$ cat src/rtl/spi_flash_resp_if.sv
// ----------------------------------------------------------------------------
// spi_flash_resp_if : SPI pin bundle, controller = master, flash = slave. Rev 1.0
// ----------------------------------------------------------------------------
`default_nettype none

interface spi_flash_resp_if;
  logic CLK;
  logic CS;
  logic D;
  logic Q;

  modport master (output CLK, output CS, output D, input Q);
  modport slave  (input CLK, input CS, input D, output Q);
endinterface

`default_nettype wire

$ cat src/rtl/spi_flash_resp.sv
// ----------------------------------------------------------------------------
// spi_flash_resp : oversampled SPI-flash responder (READ/WREN/PP/SE/RDSR). Rev 1.0
// ----------------------------------------------------------------------------
`default_nettype none

module spi_flash_resp #(
  parameter int ADDR_W      = 8,
  parameter int SECTOR_W    = 6,
  parameter int BUSY_CYCLES = 200
) (
  input  logic            clk,
  input  logic            reset,
  spi_flash_resp_if.slave spi,
  output logic            wip,
  output logic            wel
);
  localparam int DEPTH    = 2 ** ADDR_W;
  localparam int BUSY_MAX = (BUSY_CYCLES > DEPTH) ? BUSY_CYCLES : DEPTH;
  localparam int BW       = $clog2(BUSY_MAX + 1);
  localparam int EW       = ADDR_W + 1;

  localparam logic [3:0] ST_IDLE   = 4'd0;
  localparam logic [3:0] ST_CMD    = 4'd1;
  localparam logic [3:0] ST_ADDR   = 4'd2;
  localparam logic [3:0] ST_RD     = 4'd3;
  localparam logic [3:0] ST_PP     = 4'd4;
  localparam logic [3:0] ST_SE     = 4'd5;
  localparam logic [3:0] ST_WREN   = 4'd6;
  localparam logic [3:0] ST_STATUS = 4'd7;
  localparam logic [3:0] ST_IGNORE = 4'd8;

  localparam logic [7:0] OP_READ = 8'h03;
  localparam logic [7:0] OP_PP   = 8'h02;
  localparam logic [7:0] OP_SE   = 8'hD8;
  localparam logic [7:0] OP_RDSR = 8'h05;
  localparam logic [7:0] OP_WREN = 8'h06;

  logic [2:0]        clk_sync_q, cs_sync_q;
  logic [1:0]        d_sync_q;
  logic [3:0]        state_q, state_d;
  logic [6:0]        shift_q;
  logic [2:0]        bit_cnt_q;
  logic [5:0]        bits_q;
  logic [1:0]        addr_cnt_q;
  logic [7:0]        op_q;
  logic [ADDR_W-1:0] addr_q, addr_in, page_next, erase_ptr_q;
  logic [EW-1:0]     erase_cnt_q;
  logic [BW-1:0]     busy_q;
  logic [7:0]        tx_q, tx_src, rx_byte;
  logic              q_q, wel_q, pp_wrote_q;
  logic [7:0]        mem_q [DEPTH];

  logic sclk_rise, sclk_fall, cs_fall, cs_rise, byte_done, addr_done;
  logic in_tx, commit_wren, commit_pp, commit_se, tx_load, pp_we;

  always_ff @(posedge clk) begin
    if (reset) begin
      clk_sync_q <= '0;
      cs_sync_q  <= '0;
      d_sync_q   <= '0;
    end else begin
      clk_sync_q <= {clk_sync_q[1:0], spi.CLK};
      cs_sync_q  <= {cs_sync_q[1:0], spi.CS};
      d_sync_q   <= {d_sync_q[0], spi.D};
    end
  end

  assign sclk_rise = (clk_sync_q[2:1] == 2'b01);
  assign sclk_fall = (clk_sync_q[2:1] == 2'b10);
  assign cs_rise   = (cs_sync_q[2:1] == 2'b01);
  assign cs_fall   = (cs_sync_q[2:1] == 2'b10);
  assign rx_byte   = {shift_q, d_sync_q[1]};
  assign addr_in   = ADDR_W'({addr_q, rx_byte});
  assign byte_done = sclk_rise && !cs_rise && !cs_fall && (state_q != ST_IDLE) && (bit_cnt_q == 3'd7);
  assign addr_done = byte_done && (state_q == ST_ADDR) && (addr_cnt_q == 2'd2);
  assign wip       = (busy_q != '0);
  assign wel       = wel_q;
  assign spi.Q     = q_q;

  // Page program wraps within the 256-byte page; narrower arrays just wrap whole.
  generate
    if (ADDR_W > 8) begin : g_page
      assign page_next = {addr_q[ADDR_W-1:8], addr_q[7:0] + 8'd1};
    end else begin : g_flat
      assign page_next = addr_q + ADDR_W'(1);
    end
  endgenerate

  always_ff @(posedge clk) begin
    if (reset) state_q <= ST_IDLE;
    else       state_q <= state_d;
  end

  always_comb begin
    state_d = state_q;
    if (cs_rise) begin
      state_d = ST_IDLE;
    end else if (cs_fall) begin
      state_d = ST_CMD;
    end else if (byte_done) begin
      case (state_q)
        ST_CMD: begin
          if (wip && rx_byte != OP_RDSR) state_d = ST_IGNORE;
          else begin
            case (rx_byte)
              OP_READ, OP_PP, OP_SE: state_d = ST_ADDR;
              OP_RDSR:               state_d = ST_STATUS;
              OP_WREN:               state_d = ST_WREN;
              default:               state_d = ST_IGNORE;
            endcase
          end
        end
        ST_ADDR: begin
          if (addr_cnt_q == 2'd2) begin
            if (op_q == OP_READ)    state_d = ST_RD;
            else if (op_q == OP_PP) state_d = ST_PP;
            else                    state_d = ST_SE;
          end
        end
        default: state_d = state_q;
      endcase
    end
  end

  always_comb begin
    in_tx       = (state_q == ST_RD) || (state_q == ST_STATUS);
    commit_wren = cs_rise && (state_q == ST_WREN) && (bits_q == 6'd8);
    commit_pp   = cs_rise && (state_q == ST_PP) && wel_q && pp_wrote_q;
    commit_se   = cs_rise && (state_q == ST_SE) && wel_q && (bits_q == 6'd32);
    pp_we       = byte_done && (state_q == ST_PP) && wel_q;
    tx_load     = byte_done && (in_tx || state_d == ST_STATUS || state_d == ST_RD);
    if (state_q == ST_CMD || state_q == ST_STATUS) tx_src = {6'b0, wel_q, wip};
    else if (state_q == ST_ADDR)                   tx_src = mem_q[addr_in];
    else                                           tx_src = mem_q[addr_q];
  end

  always_ff @(posedge clk) begin
    if (reset) begin
      shift_q     <= '0;
      bit_cnt_q   <= '0;
      bits_q      <= '0;
      addr_cnt_q  <= '0;
      op_q        <= '0;
      addr_q      <= '0;
      tx_q        <= '0;
      q_q         <= 1'b0;
      wel_q       <= 1'b0;
      pp_wrote_q  <= 1'b0;
      busy_q      <= BW'(DEPTH);
      erase_ptr_q <= '0;
      erase_cnt_q <= EW'(DEPTH);
    end else begin
      if (busy_q != '0) busy_q <= busy_q - BW'(1);
      if (erase_cnt_q != '0) begin
        erase_cnt_q <= erase_cnt_q - EW'(1);
        erase_ptr_q <= erase_ptr_q + ADDR_W'(1);
      end
      if (cs_fall) begin
        bit_cnt_q  <= '0;
        bits_q     <= '0;
        addr_cnt_q <= '0;
        pp_wrote_q <= 1'b0;
      end else if (sclk_rise && state_q != ST_IDLE) begin
        shift_q   <= rx_byte[6:0];
        bit_cnt_q <= bit_cnt_q + 3'd1;
        if (bits_q != 6'h3F) bits_q <= bits_q + 6'd1;
      end
      if (byte_done) begin
        case (state_q)
          ST_CMD:  op_q <= rx_byte;
          ST_ADDR: begin
            addr_cnt_q <= addr_cnt_q + 2'd1;
            // READ pre-fetches the first byte here, so the pointer moves past it.
            addr_q <= (addr_done && op_q == OP_READ) ? addr_in + ADDR_W'(1) : addr_in;
          end
          ST_RD:   addr_q <= addr_q + ADDR_W'(1);
          ST_PP: begin
            addr_q <= page_next;
            if (wel_q) pp_wrote_q <= 1'b1;
          end
          default: ;
        endcase
      end
      if (tx_load) begin
        tx_q <= tx_src;
      end else if (sclk_fall && in_tx) begin
        q_q  <= tx_q[7];
        tx_q <= {tx_q[6:0], 1'b0};
      end
      if (!in_tx) q_q <= 1'b0;
      if (commit_wren) wel_q <= 1'b1;
      if (commit_pp || commit_se) begin
        wel_q  <= 1'b0;
        busy_q <= BW'(BUSY_CYCLES);
      end
      if (commit_se) begin
        erase_ptr_q <= addr_q & ~ADDR_W'(2 ** SECTOR_W - 1);
        erase_cnt_q <= EW'(2 ** SECTOR_W);
      end
    end
  end

  // Erase and program never overlap: programming needs wip low, erasing keeps it high.
  always_ff @(posedge clk) begin
    if (erase_cnt_q != '0) mem_q[erase_ptr_q] <= 8'hFF;
    else if (pp_we)        mem_q[addr_q]      <= rx_byte;
  end
endmodule

`default_nettype wire

$ cat src/flat_wrapper.sv
// flat-port wrapper written by rule: the top's interface ports become plain ports
module spi_flash_resp_flat 
#(
  parameter int ADDR_W      = 8,
  parameter int SECTOR_W    = 6,
  parameter int BUSY_CYCLES = 200
)
  (clk, reset, wip, wel, spi_CLK, spi_CS, spi_D, spi_Q);
  spi_flash_resp_if spi_i ();
  input  logic clk;
  input  logic reset;
  output logic wip;
  output logic wel;
  input wire logic [$bits(spi_i.CLK)-1:0] spi_CLK;
  input wire logic [$bits(spi_i.CS)-1:0] spi_CS;
  input wire logic [$bits(spi_i.D)-1:0] spi_D;
  output wire logic [$bits(spi_i.Q)-1:0] spi_Q;
  assign spi_i.CLK = spi_CLK;
  assign spi_i.CS = spi_CS;
  assign spi_i.D = spi_D;
  assign spi_Q = spi_i.Q;
  spi_flash_resp #(.ADDR_W(ADDR_W), .SECTOR_W(SECTOR_W), .BUSY_CYCLES(BUSY_CYCLES)) u_core (.clk(clk), .reset(reset), .spi(spi_i), .wip(wip), .wel(wel));
endmodule
$ cat config.mk
export PLATFORM = sky130hd
export DESIGN_NAME = spi_flash_resp_flat
export DESIGN_NICKNAME = d
export VERILOG_FILES = /design/src/rtl/spi_flash_resp_if.sv /design/src/rtl/spi_flash_resp.sv /design/src/flat_wrapper.sv
export SDC_FILE = /design/constraint.sdc
export NUM_CORES = 2
export LEC_CHECK = 0
export ABC_AREA = 1
export CAP_MARGIN = 10
export CORE_AREA = 2 2 598 600
export DETAILED_ROUTE_END_ITERATION = 7
export DIE_AREA = 0 0 600 602
export PLACE_DENSITY_LB_ADDON = 0.25
export SLEW_MARGIN = 0
export SYNTH_ARGS = -nofsm -noshare
export SYNTH_HDL_FRONTEND = slang
export SYNTH_SLANG_ARGS = --single-unit
$ cat constraint.sdc
create_clock -name clk -period 9.2 [get_ports clk]
set_input_delay 1.84 -clock clk [delete_from_list [all_inputs] [get_ports clk]]
set_output_delay 1.84 -clock clk [all_outputs]
set_load 0.005 [all_outputs]
# ---- Word-level counts from Yosys, hierarchy flattened
# Memories as Yosys holds them, arrays and structs flattened. A register that Yosys moved wholly into a read port is not among the register bits.
# Cells that the tools add are included.
dict set report word_totals {
  register_bits 83
  ramBits 2048
  out_inout_bits 3
  input_bits 5
  n_memories 1
  wordCells 143
}
# memory words width read_ports rd_clocked_by_memory_dff wr line_no
set memory_table {}
lappend memory_table {u_core.mem_q 256 8 2 1 1 spi_flash_resp.sv:51} ;# logic [7:0] mem_q [DEPTH];
dict set report classes {
  reduce_logical 47
  addsub 8
  n_eq_ne 26
  n_bitwise 3
  n_mux 38
}
# cell n
set op_table {}
lappend op_table {{2-to-1 mux 8 bit} 11}
lappend op_table {{2-to-1 mux 9 bit} 4}
lappend op_table {{equality test 8 x 2 -> 1 bit (second input constant)} 4}
lappend op_table {{adder 8 x 1 -> 8 bit (second input constant)} 3}
lappend op_table {{2-to-1 mux 4 bit} 6}
lappend op_table {{logical AND 1 bit} 21}
lappend op_table {{equality test 4 x 3 -> 1 bit (second input constant)} 5}
lappend op_table {{nonzero test 9 bit} 2}
lappend op_table {{subtractor 9 x 1 -> 9 bit (second input constant)} 2}
lappend op_table {{equality test 8 x 3 -> 1 bit (second input constant)} 2}
lappend op_table {{one-hot mux 8 bit (2 select lines)} 1}
lappend op_table {{equality test 4 x 2 -> 1 bit (second input constant)} 3}
lappend op_table {{one-hot mux 4 bit (3 select lines)} 1}
lappend op_table {{2-to-1 mux 1 bit} 11}
lappend op_table {{AND reduction 2 bit} 5}
lappend op_table {{OR reduction 2 bit} 5}
lappend op_table {{equality test 8 bit (second input constant)} 1}
lappend op_table {{inequality test 8 x 3 -> 1 bit (second input constant)} 1}
lappend op_table {{one-hot mux 4 bit (2 select lines)} 1}
lappend op_table {{nonzero test 2 bit} 4}
lappend op_table {{OR reduction 8 bit} 1}
lappend op_table {{adder 6 x 1 -> 6 bit (second input constant)} 1}
lappend op_table {{equality test 2 bit (second input constant)} 3}
lappend op_table {{equality test 6 x 4 -> 1 bit (second input constant)} 1}
lappend op_table {{other kinds (13)} 23}

# ---- Longest topological paths before layout
dict set report depth {
  depth_word 15
  mapped_depth 22
}

# ---- Worst setup path after synthesis
# Ideal clock, no wire load.
dict set report synth_path {
  path_type {flip-flop to flip-flop}
  from {register u_core.d_sync_q[1]}
  to {memory u_core.mem_q[0][0] (data pin)}
  setup_time_ns 0.822
  required_ns 8.378
  arrival_ns 4.170
  n_path_buf 4
  path_slack_ns 4.208
  stages_incl_launch_ff 7
  cell_sequence {dfxtp_1 buf_2 clkinv_1 clkbuf_1 buf_2 buf_1 nand2_1}
}
dict set report synth_between {
  elab_chain_len 1
}
# element line_no
set synth_rtl {}
lappend synth_rtl {{from (decl)} spi_flash_resp.sv:39} ;# logic [1:0] d_sync_q;
lappend synth_rtl {{from (signal assigned)} spi_flash_resp.sv:64} ;# d_sync_q <= {d_sync_q[0], spi.D};
lappend synth_rtl {{2-to-1 mux 8 bit (no line)} --}
lappend synth_rtl {{to (decl)} spi_flash_resp.sv:51}
# No other way between the ends.

# ---- Final worst setup path
dict set report layout_path {
  from {register u_core.erase_cnt_q[0]}
  to {memory u_core.mem_q[175][6] (enable)}
}
dict set report layout_between {
  elab_chain_len 5
  elab_cells_between_ends 8
  cone_classes {mux (6); reduce/logical (2)}
}
# element line_no
set layout_rtl {}
lappend layout_rtl {{from (decl)} spi_flash_resp.sv:47} ;# logic [EW-1:0] erase_cnt_q;
lappend layout_rtl {{from (signal assigned)} spi_flash_resp.sv:151} ;# erase_cnt_q <= EW'(DEPTH);
lappend layout_rtl {{from (signal assigned)} spi_flash_resp.sv:155} ;# erase_cnt_q <= erase_cnt_q - EW'(1);
lappend layout_rtl {{from (signal assigned)} spi_flash_resp.sv:198} ;# erase_cnt_q <= EW'(2 ** SECTOR_W);
lappend layout_rtl {{nonzero test 9 bit (*)} spi_flash_resp.sv:205} ;# if (erase_cnt_q != '0) mem_q[erase_ptr_q] <= 8'hFF;
lappend layout_rtl {{2-to-1 mux 1 bit} spi_flash_resp.sv:205}
lappend layout_rtl {{2-to-1 mux 1 bit (not written as such)} spi_flash_resp.sv:206} ;# else if (pp_we) mem_q[addr_q] <= rx_byte;
lappend layout_rtl {{OR reduction 8 bit (no line)} --}
lappend layout_rtl {{2-to-1 mux 8 bit (no line) or 2-to-1 mux 1 bit (tied branches)} --}
# Mark *: on every way between the ends. The rest lies on a longest branch, timed or not.

==> impl_metrics.env <==
export IMPL_timing_hold_violations_final=0
export IMPL_holdPathStages=2
export IMPL_finalNonFillerCells=16150
export IMPL_gp_congestion=0.9168
export IMPL_die_w_um=600
export IMPL_setup_violations=0
export IMPL_drcViolationCount=0
export IMPL_fin_crit_sh_pct=58.97
export IMPL_cts_sinks=2139
export IMPL_crit_required_ps=9700
export IMPL_ioPinCount=8
export IMPL_path_clk_slew_ps=70
export IMPL_slew_headroom_pct=15.72
export IMPL_wl_per_cell_um=25.65
export IMPL_clockRootBuffer="clkbuf_16"
export IMPL_rsz0062_at_grt="no"
export IMPL_htree_levels=4
export IMPL_critPathMaxFanout=13
export IMPL_syn_avg_cell_area_um2=9.053
export IMPL_drt_first_iter_violations=12880
export IMPL_reg2reg_slack_ps=3770
export IMPL_worst_setup_path_type="flop to flop"
export IMPL_cts_buffer_depth=4
export IMPL_clock_skew_final_ps=66.70
export IMPL_cts_buffers_inserted=234
export IMPL_dr_pass1_iters=6
export IMPL_cts_resized=0
export IMPL_core_rowCount=219
export IMPL_ys_seq_area_share_pct=59.67
export IMPL_synth_area_um2=106100
export IMPL_cap_violations=0
export IMPL_fin_crit_ps=5425
export IMPL_crit_arrival_ps=5930
export IMPL_nNetsFinal=11230
export IMPL_hold_start="u_core.d_sync_q[0]$_SDFF_PP0_"
export IMPL_die_area_um2=361200
export IMPL_cp_slowest_cell="nand4_1"
export IMPL_path_common_cell="nand2_1"
export IMPL_rr_startpoint="u_core.erase_cnt_q[0]$_SDFFE_PP0P_"
export IMPL_leakage_uw=0.04301
export IMPL_syn_to_final_growth_pct=10.70
export IMPL_synth_top_cell_area_share_pct=57.95
export IMPL_peakVddDrop_mv=0.1671
export IMPL_postRouteAntennaNets=0
export IMPL_antenna_found_initial=15
export IMPL_end_kind="flop"
export IMPL_hpwl_um=242600
export IMPL_vias_per_cell=5.544
export IMPL_holdBufCountCts=0
export IMPL_synth_edf_count=2048
export IMPL_core_um2=354800
export IMPL_worst_setup_path_start_kind="flop"
export IMPL_power_density_nw_per_um2=176.2
export IMPL_grt_max_degree=194
export IMPL_grt_pass1_vias=82470
export IMPL_synth_nets=11740
export IMPL_worst_pin_slew_ps=1260
export IMPL_grt_pass1_wl_um=589100
export IMPL_crit_path_max_incr_delay_ps=850
export IMPL_tritoncts="yes"
export IMPL_tns_ps=0
export IMPL_yosysWarnings=0
export IMPL_post_cts_buffers=0
export IMPL_gr_total_overflow=0
export IMPL_synth_seq_cells=2139
export IMPL_yosysTopAreaCell="edfxtp_1"
export IMPL_syn_inst=11720
export IMPL_synth_cell_type_count=48
export IMPL_portBuffers=7
export IMPL_vias=89550
export IMPL_ys_flop_type="edfxtp_1"
export IMPL_die_y_um=602
export IMPL_insertion_delay_ps=940
export IMPL_ys_async_sr_fraction_pct=0
export IMPL_min_path_type="flop to flop"
export IMPL_rr_worst_depth=13
export IMPL_drt_total_wl_um=414400
export IMPL_status="complete, no violations"
export IMPL_synth_area_leaders="edfxtp_1 (58%), o21ai_0 (12%), nand2_1 (6.8%)"
export IMPL_timing_rr_end="u_core.mem_q[175][6]$_DFFE_PP_"
export IMPL_initial_core_util_pct=29.91
export IMPL_post_place_cells=15730
export IMPL_holdPathEnd="u_core.d_sync_q[1]$_SDFF_PP0_"
export IMPL_final_max_slew_viol_count=0
export IMPL_max_freq_mhz=184.3
export IMPL_path_cells="inv_1 > ha_1 > nand2_1 > inv_1 > nand3_1 > nor3_1 > nand2_1 > nor2_2 > nand2_1 > o21ai_1 > nand4_1 > buf_4 > nor2_1"
export IMPL_grt_use_total_pct=22.03
export IMPL_drive_above_1_share_pct=4.923
[cell type report]
cell class	count	area [um2]
fillers	36350	237400
flip-flops and latches	2139	63350
multi-input cells	8035	36830
clock buffers	289	6186
well taps	4751	5944
inverters	639	2452
repair buffers	162	1599
clock inverters	132	1109
diodes	5	12.51
[critical path, delay by kind of cell (launching register included)]
family,cells,cell delay (ps)
AOI/OAI and AO/OA,1,430
adders and majority gates,1,190
buffers and inverters,3,790
DFF,1,310
and+or+nand+nor,8,3210
[placed cells by master (no fill, tap or decap), drive strengths merged, types with 5 or more instances in the layout]
master	synthesis	routed
bufinv	0	17
inv	630	637
o211ai	21	21
o22ai	43	43
ha	14	14
nor3	32	32
nand2	1927	1927
a31oi	5	5
clkbuf	560	289
nor2	1366	1366
edfxtp	2048	2048
xor2	8	8
clkinvlp	0	12
clkinv	9	105
dfxtp	91	91
nand4	86	86
nor4	8	8
a21oi	985	985
nand3	980	980
o21ai	2522	2522
a221oi	8	8
buf	349	156
diode	0	5
clkdlybuf4s50	0	6
or2	7	7
[metrics by stage]
stage	setup slack (ps)	utilization (%)	total power, uW	hold slack (ps)	instance area (um2)
after floorplan	4208	-	11240	388.3	106100
after global placement	3856	31.04	11590	408.4	110100
after detailed placement	3907	31.04	11580	407.9	110200
after CTS	3854	33.10	20790	417.2	117500
after global routing	3453	33.10	21220	422.8	117500
final	3775	33.11	20700	403.5	117500
[synthesized netlist by cell type (14+ instances only)]
| master | instances |
|---|---|
| o21ai_0 | 2512 |
| edfxtp_1 | 2048 |
| nand2_1 | 1925 |
| nor2_1 | 1355 |
| a21oi_1 | 985 |
| nand3_1 | 976 |
| inv_1 | 621 |
| clkbuf_1 | 559 |
| buf_2 | 199 |
| buf_1 | 138 |
| dfxtp_1 | 91 |
| nand4_1 | 84 |
| o22ai_1 | 43 |
| nor3_1 | 29 |
| o211ai_1 | 21 |
| ha_1 | 14 |
[report_power, final]
group	total, uW	leakage (uW)	internal [uW]	switching (uW)
combinational	800	0.0147	192	608
sequential	10600	0.0248	10600	34.8
clock	9310	0.00356	5220	4090
total	20700	0.0430	16000	4730
[flip-flops by register name, summed over array words and instances (netlist names), 4 cells and up, named ones only]
register	count
u_core.op_q	8
u_core.bits_q	6
u_core.shift_q	7
u_core.addr_q	8
u_core.tx_q	8
u_core.mem_q	2048
u_core.state_q	4
u_core.erase_ptr_q	8
u_core.busy_q	9
u_core.erase_cnt_q	9
[cells by family (layout without fill, tap and decap cells)]
family          after synthesis  after routing  share of synthesized area (%)
fa+ha+maj                    14             14                         0.1651
other cells                   0              5                              0
compound gates             3596           3596                          17.17
simple gates               4415           4415                          17.15
buf+inv                    1548           1222                          5.764
flops                      2139           2139                          59.67
xor+xnor                     10             10                        0.08254
[per-layer routing]
metal | part of all wire [%] | GRT usage [%] | up-vias | wire, um
li1 | - | - | 39970 | -
met1 | 42 | 30.73 | 44030 | 174300
met2 | 44 | 33.45 | 4784 | 182400
met3 | 9.4 | 4.053 | 752 | 38960
met4 | 4.5 | 9.166 | 10 | 18660
met5 | 0.016 | 0 | - | 65
[worst max path at each step]
stage / start / end / slack [ps] / cells past startpoint
2_1_floorplan: u_core.d_sync_q[1]$_SDFF_PP0_ / u_core.mem_q[0][0]$_DFFE_PP_ / 4210 / 6
3_3_place_gp: u_core.erase_cnt_q[0]$_SDFFE_PP0P_ / u_core.mem_q[147][3]$_DFFE_PP_ / 3860 / 13
3_5_place_dp: u_core.erase_cnt_q[0]$_SDFFE_PP0P_ / u_core.mem_q[255][6]$_DFFE_PP_ / 3910 / 13
4_1_cts: u_core.erase_cnt_q[0]$_SDFFE_PP0P_ / u_core.mem_q[175][6]$_DFFE_PP_ / 3850 / 13
5_1_grt: u_core.erase_cnt_q[0]$_SDFFE_PP0P_ / u_core.mem_q[175][5]$_DFFE_PP_ / 3450 / 13
6_report: u_core.erase_cnt_q[0]$_SDFFE_PP0P_ / u_core.mem_q[175][6]$_DFFE_PP_ / 3770 / 13
No activity file was read; power rests on OpenSTA's default activity.
